==> config.mk <==
export PLATFORM = sky130hd
export DESIGN_NAME = wptr_full_prog
export DESIGN_NICKNAME = d
export VERILOG_FILES = /design/src/rtl/fifo_pkg.sv /design/src/rtl/gray2bin.sv /design/src/rtl/wptr_full_prog.sv
export SDC_FILE = /design/constraint.sdc
export NUM_CORES = 1
export LEC_CHECK = 0
export BUFFER_PORTS_ARGS = -buffer_cell sky130_fd_sc_hd__buf_4
export CAP_MARGIN = 0
export CORE_ASPECT_RATIO = 0.6
export CORE_MARGIN = 4
export CORE_UTILIZATION = 30
export DETAILED_ROUTE_END_ITERATION = 10
export GPL_TIMING_DRIVEN = 0
export SLEW_MARGIN = 20
export SYNTH_ARGS = -nofsm -noshare
export SYNTH_HDL_FRONTEND = slang
export SYNTH_SLANG_ARGS = --single-unit
==> constraint.sdc <==
create_clock -name wclk -period 2.5 [get_ports wclk]
set_clock_uncertainty 0.2 [all_clocks]
set_input_delay 0.125 -clock wclk [delete_from_list [all_inputs] [get_ports wclk]]
set_output_delay 0.125 -clock wclk [all_outputs]
set_load 0.03 [all_outputs]
==> src/rtl/fifo_pkg.sv <==
// Shared pointer types and Gray helpers for the FIFO pointer/flag logic.
package fifo_pkg;

  localparam int MAX_PW = 13;

  typedef logic [MAX_PW-1:0] ptr_t;
  typedef logic [MAX_PW-2:0] addr_t;

  // Sized for the widest legal pointer; callers cast down to their own width.
  function automatic ptr_t bin2gray(input ptr_t b);
    return b ^ (b >> 1);
  endfunction

endpackage

==> src/rtl/gray2bin.sv <==
// Combinational Gray-to-binary conversion of a W-bit code.
module gray2bin
  import fifo_pkg::*;
#(
  parameter int W = 5
) (
  input  logic [W-1:0] gray,
  output logic [W-1:0] bin
);

  // Each binary bit is the XOR of its Gray bit and every higher Gray bit.
  always_comb begin
    bin = '0;
    for (int i = 0; i < W; i++) begin
      bin[i] = ^(gray >> i);
    end
  end

endmodule

==> src/rtl/wptr_full_prog.sv <==
// Write-side pointer, full/almost-full flags, fill level and sticky overflow
// for an asynchronous FIFO with a programmable almost-full threshold.
module wptr_full_prog
  import fifo_pkg::*;
#(
  parameter int ASIZE      = 4,
  parameter int AF_DEFAULT = 2**ASIZE - 2
) (
  input  logic             wclk,
  input  logic             wrst,
  input  logic             winc,
  input  logic [ASIZE:0]   wq2_rptr,
  input  logic             af_load,
  input  logic [ASIZE:0]   af_level,
  input  logic             wovf_clr,
  output logic             wen,
  output logic [ASIZE-1:0] waddr,
  output logic [ASIZE:0]   wptr,
  output logic             wfull,
  output logic             wafull,
  output logic [ASIZE:0]   wlevel,
  output logic             woverflow
);

  localparam logic [ASIZE:0] DEPTH = (ASIZE+1)'(1) << ASIZE;

  logic [ASIZE:0] wbin;
  logic [ASIZE:0] wbnext;
  logic [ASIZE:0] wgnext;
  logic [ASIZE:0] rbin;
  logic [ASIZE:0] level_next;
  logic [ASIZE:0] threshold;
  logic [ASIZE:0] af_clamped;
  logic [ASIZE:0] thr_eff;
  logic           full_next;
  logic           afull_next;

  gray2bin #(.W(ASIZE+1)) u_rptr_g2b (
    .gray (wq2_rptr),
    .bin  (rbin)
  );

  assign wen   = winc & ~wfull & ~wrst;
  assign waddr = wbin[ASIZE-1:0];

  // A threshold being loaded this cycle already governs the flag registered now.
  always_comb begin
    af_clamped = af_level;
    if (af_level == '0) begin
      af_clamped = (ASIZE+1)'(1);
    end else if (af_level > DEPTH) begin
      af_clamped = DEPTH;
    end
    thr_eff    = af_load ? af_clamped : threshold;
    wbnext     = wbin + (ASIZE+1)'(wen);
    wgnext     = (ASIZE+1)'(bin2gray(ptr_t'(wbnext)));
    level_next = wbnext - rbin;
    full_next  = (wgnext == {~wq2_rptr[ASIZE:ASIZE-1], wq2_rptr[ASIZE-2:0]});
    afull_next = (level_next >= thr_eff);
  end

  // Overflow set takes priority over a simultaneous clear.
  always_ff @(posedge wclk) begin
    if (wrst) begin
      wbin      <= '0;
      wptr      <= '0;
      wfull     <= 1'b0;
      wafull    <= 1'b0;
      wlevel    <= '0;
      woverflow <= 1'b0;
      threshold <= (ASIZE+1)'(AF_DEFAULT);
    end else begin
      wbin   <= wbnext;
      wptr   <= wgnext;
      wfull  <= full_next;
      wafull <= afull_next;
      wlevel <= level_next;
      if (af_load) begin
        threshold <= af_clamped;
      end
      if (winc && wfull) begin
        woverflow <= 1'b1;
      end else if (wovf_clr) begin
        woverflow <= 1'b0;
      end
    end
  end

endmodule

Yosys cells after proc, flatten, opt, wreduce, memory -nomap -nowiden. Cells that the tools add are included.

Logic and storage cells: 31. Output and inout port bits: 18. Register bits after elaboration: 23.

Muxes and demuxes: 5. Bitwise operators: 6. Magnitude comparators: 2. Add/subtract/negate cells: 2. Eq/ne operators: 1. Reduce and logical (&&, ||, !) cells: 8.

Operators with widths (count): 5-bit XOR reduction (5); 5-bit 2-to-1 mux (3); 5-bit by 1-bit adder with 5-bit output (1); 5-bit equality test (1); 5-bit >= comparator (1); 5-bit > comparator (second input constant) (1); 5-bit logical NOT (1); 5-bit subtractor (1); 5-bit by 4-bit XOR with 5-bit output (1); 1-bit AND (2); 1-bit 2-to-1 mux (2); 1-bit inverter (2); 2-bit inverter (1); 2-bit nonzero test (1); 1-bit logical AND (1).

Logic depth before layout (Yosys ltp).
Word-level depth: 6. Gate-level depth with buffers: 13. Mapped depth without buffers: 13.

By module. A second synthesis with hierarchy kept.

Cell total of the unflattened synthesis: 121. Area total of the unflattened synthesis: 1174.9 um^2.

Modules (own cells, without submodules): wptr_full_prog (instances 1, sequential area each 440.4 um^2, area an instance 1102.3 um^2, cells each 115); gray2bin (instances 1, sequential area each 0.0 um^2, area an instance 72.6 um^2, cells each 6).

Worst setup path before layout. OpenSTA, ideal clock, no wires.

Path type: reg-to-reg. From: register wfull. To: register wafull. Clock period less this slack: 3575 ps. Cell stages (with the launch flop): 12. Setup time: 131 ps. Path buffers: 0. Slack: -1075 ps. Data arrival time: 3244 ps. Path through: dfxtp_1 > nor3b_1 > ha_1 > ha_1 > xor2_2 > ha_1 > a21o_1 > a21oi_1 > xnor2_1 > ha_1 > nor2_1 > a211oi_1.

Cells in the longest elaborated chain, start to end: 6.

Ends and longest elaborated chain: from (decl) (line wptr_full_prog.sv:19) `output logic wfull,`; from (signal assigned) (line wptr_full_prog.sv:75) `wfull <= full_next;`; 1-bit inverter (line wptr_full_prog.sv:43) `assign wen = winc & ~wfull & ~wrst;`; 1-bit AND (2 in a row) (line wptr_full_prog.sv:43); named net wen (line wptr_full_prog.sv:16) `output logic wen,`; 5-bit by 1-bit adder with 5-bit output (line wptr_full_prog.sv:55) `wbnext = wbin + (ASIZE+1)'(wen);`; named net wbnext[2] (line wptr_full_prog.sv:28) `logic [ASIZE:0] wbnext;`; 5-bit subtractor (line wptr_full_prog.sv:57) `level_next = wbnext - rbin;`; named net level_next[4] (line wptr_full_prog.sv:31) `logic [ASIZE:0] level_next;`; 5-bit >= comparator (line wptr_full_prog.sv:59) `afull_next = (level_next >= thr_eff);`; to (signal assigned) (line wptr_full_prog.sv:76) `wafull <= afull_next;`; to (decl) (line wptr_full_prog.sv:20) `output logic wafull,`.

The timed path passes the listed nets, and every way through them passes these cells. A chain may end at the register's enable or synchronous reset.

Final worst setup path.
From: register wfull. To: register wafull.

Cells in the longest elaborated chain, start to end: 6.

Ends and longest elaborated chain (line): 1-bit inverter (wptr_full_prog.sv:43); 1-bit AND (2 in a row) (wptr_full_prog.sv:43); 5-bit by 1-bit adder with 5-bit output (wptr_full_prog.sv:55); named net wbnext[0] (wptr_full_prog.sv:28); 5-bit subtractor (wptr_full_prog.sv:57); named net level_next[2] (wptr_full_prog.sv:31); 5-bit >= comparator (wptr_full_prog.sv:59).

The timed path passes the listed nets, and every way through them passes these cells.

==> results.sh <==
export IMPL_rsz0062_at_grt="true"
export IMPL_synth_top_cells_by_count="dfxtp_1, nor2_1, ha_1, xnor2_1, nor2b_1"
export IMPL_antenna_found_initial=0
export IMPL_use_met1_pct=14.47
export IMPL_place_gp_congestion=0.7347
export IMPL_netlist_instances=117
export IMPL_synthFlopType="dfxtp_1"
export IMPL_drtPass1Iterations=4
export IMPL_routedWlPerCell_um=12.79
export IMPL_antennaDiodeCount=0
export IMPL_finalWirelength_um=2725
export IMPL_finalMaxSlewViolations=0
export IMPL_drcViolationCount=0
export IMPL_ys_ff_latch=22
export IMPL_detail_route_antenna_nets=0
export IMPL_grt_ovfl_total=0
export IMPL_met2_usage_pct=18.92
export IMPL_die_y_um=55.51
export IMPL_use_met3_pct=3.418
export IMPL_fp_coreArea_um2=3423
export IMPL_placedCellCount=193
export IMPL_ys_top_cells_by_area="dfxtp_1, ha_1, xnor2_1"
export IMPL_grt_max_degree=13
export IMPL_viasPerCell=4.408
export IMPL_path_max_fanout=3
export IMPL_worstSetupPathType="flop to flop"
export IMPL_seq_area_frac_synth_pct=39.02
export IMPL_powerDensity_nw_per_um2=585.3
export IMPL_drive_gt1_share_pct=46.43
export IMPL_hpwl_um=1983
export IMPL_cp_data_arrival_time_ns=2.60
export IMPL_synth_nets=144
export IMPL_dr_total_vias=939
export IMPL_drv_cap=0
export IMPL_tns_ns=-0.1528
export IMPL_clk_pin_slew_worst_paths_ns=0.07
export IMPL_hold_class="primary input to flop"
export IMPL_avgSynthCellArea_um2=9.646
export IMPL_clkLatencyLatePin_ns=0.26
export IMPL_grt_pass1_wl_um=4291
export IMPL_cts_tree="built"
export IMPL_cts_buffers_inserted=3
export IMPL_start_util_pct=32.97
export IMPL_fp_row_count=16
export IMPL_io_pins=33
export IMPL_top_usage_layer="met2"
export IMPL_p_leak_nw=0.8229
export IMPL_layout_nets=196
export IMPL_yosysTopAreaCellShare_pct=39.02
export IMPL_syn_to_final_growth_pct=65.96
export IMPL_fill_cells=290
export IMPL_start_kind="flop"
export IMPL_ys_warn_count=0
export IMPL_endpoint_kind="flop"
export IMPL_min_period_ns=2.653
export IMPL_synthDistinctLibCells=23
export IMPL_synth_most_common_cell="dfxtp_1"
export IMPL_syn_area_um2=1129
export IMPL_yosysTopAreaCell="dfxtp_1"
export IMPL_clock_path_buffers=2
export IMPL_status="finished with violations"
export IMPL_timing_fmax_ghz=0.3770
export IMPL_die_width_um=87.18
export IMPL_hold_viol_final=0
export IMPL_vdd_drop_max_mv=0.2538
export IMPL_synth_async_sr_flop_share_pct=0
export IMPL_required_ns=2.44
export IMPL_violations="negative setup slack"
export IMPL_cts_max_level=1
export IMPL_power_mw=1.096
export IMPL_worstMarginPinSlew_ns=0.4756
export IMPL_drt_iter0_drc=27
export IMPL_post_route_period_util_pct=106.1
export IMPL_synth_edff_count=0
export IMPL_setup_viol=1
export IMPL_slew_headroom_pct=68.29
export IMPL_grtUsageTotal_pct=11.39
export IMPL_clock_sinks=22
export IMPL_dieArea_um2=4839
export IMPL_stdcell_count=213
export IMPL_grt_pass1_vias=916
export IMPL_fin_ws_ns=-0.1528
export IMPL_root_buffer="clkbuf_8"
export IMPL_io_buffers=31
## final timing paths
check,from,to,slack [ns],depth (start not counted)
max,wfull$_SDFF_PP0_,wafull$_SDFF_PP0_,-0.15,11
min,af_level[3],threshold[3]$_SDFF_PP1_,0.06,4
max reg2reg,wfull$_SDFF_PP0_,wafull$_SDFF_PP0_,-0.15,11
min reg2reg,threshold[1]$_SDFF_PP1_,threshold[1]$_SDFF_PP1_,0.29,2
## stage by stage
stage | hold WS [ns] | cell area, um2 | utilization (%) | setup slack [ns]
2_1_floorplan | -0.01538 | 1194 | - | -0.3094
3_3_place_gp | 0.1396 | 1483 | 43.31 | -0.6592
3_5_place_dp | 0.1392 | 1483 | 43.31 | -0.6768
4_1_cts | 0.06549 | 1745 | 50.99 | -0.1703
5_1_grt | 0.09578 | 1873 | 54.71 | -0.2587
6_report | 0.06265 | 1873 | 54.71 | -0.1528
## cell type report
type | count | area, um2 | share of cell area, %
flip-flops and latches | 22 | 444.2 | 23.71
inverters | 7 | 26.28 | 1.403
multi-input cells | 85 | 915.9 | 48.90
plain buffers | 3 | 12.51 | 0.6680
well taps | 45 | 56.30 | 3.006
repair buffers | 47 | 362.8 | 19.37
clock buffers | 4 | 55.05 | 2.939
## power by group
part           internal, mW  total [mW]  switching [mW]
Sequential            0.381       0.392          0.0106
Combinational         0.223       0.451           0.228
Clock                 0.140       0.253           0.113
## placed cells by master (no fill, tap or decap), drive strengths merged
cell type	n
buf	43
or3	1
inv	7
a2111oi	1
o21ai	1
nand2	2
fa	1
clkbuf	7
dlygate4sd3	4
nor2	17
nand2b	5
mux2i	4
a21o	2
xor2	8
mux2	1
nand3	3
dfxtp	22
a21oi	5
ha	11
nor3b	1
xnor2	11
a211oi	1
nor3	1
nor2b	9
## flip-flops by register name (all words and copies together), names as in the netlist
| register | flops |
|---|---|
| wafull | 1 |
| woverflow | 1 |
| wptr | 5 |
| wlevel | 5 |
| threshold | 5 |
| wbin | 4 |
| wfull | 1 |
## critical path: stages, from the launching register on
cell	delay [ns]
dfxtp_4	0.35
nor3b_4	0.22
ha_4	0.17
inv_1	0.07
ha_4	0.17
fa_2	0.38
buf_4	0.16
xnor2_4	0.18
ha_1	0.25
nor2b_1	0.13
o21ai_1	0.17
a211oi_2	0.09
## routing by layer
metal | up-vias | share of wire (%) | wire, um
met5 | - | 0 | 0
met4 | 0 | 0.77 | 21
met3 | 4 | 7.0 | 192
met2 | 23 | 47 | 1275
met1 | 435 | 45 | 1235
li1 | 477 | - | -
## cells by family (layout without fill, tap and decap cells)
kind of cell	Yosys count	after routing	synth area share (%)
flip-flops	22	22	39.02
multiplexers	5	5	4.546
buffers and inverters	10	61	3.326
adder cells (fa/ha/maj)	12	12	13.97
XOR/XNOR	19	19	16.08
AO/OA/AOI/OAI	10	10	5.985
AND/OR/NAND/NOR	39	39	17.07
## what timing repair did
item | CTS | global route
endpoints found under the hold margin | 5 | 0
endpoints found under the setup margin | 3 | 2
pin swaps | 5 | 12
gates resized for setup | 21 | 10
buffers inserted | 6 | 7
hold buffers | 4 | 0
Note: power is estimated with default switching activity, not from simulation.
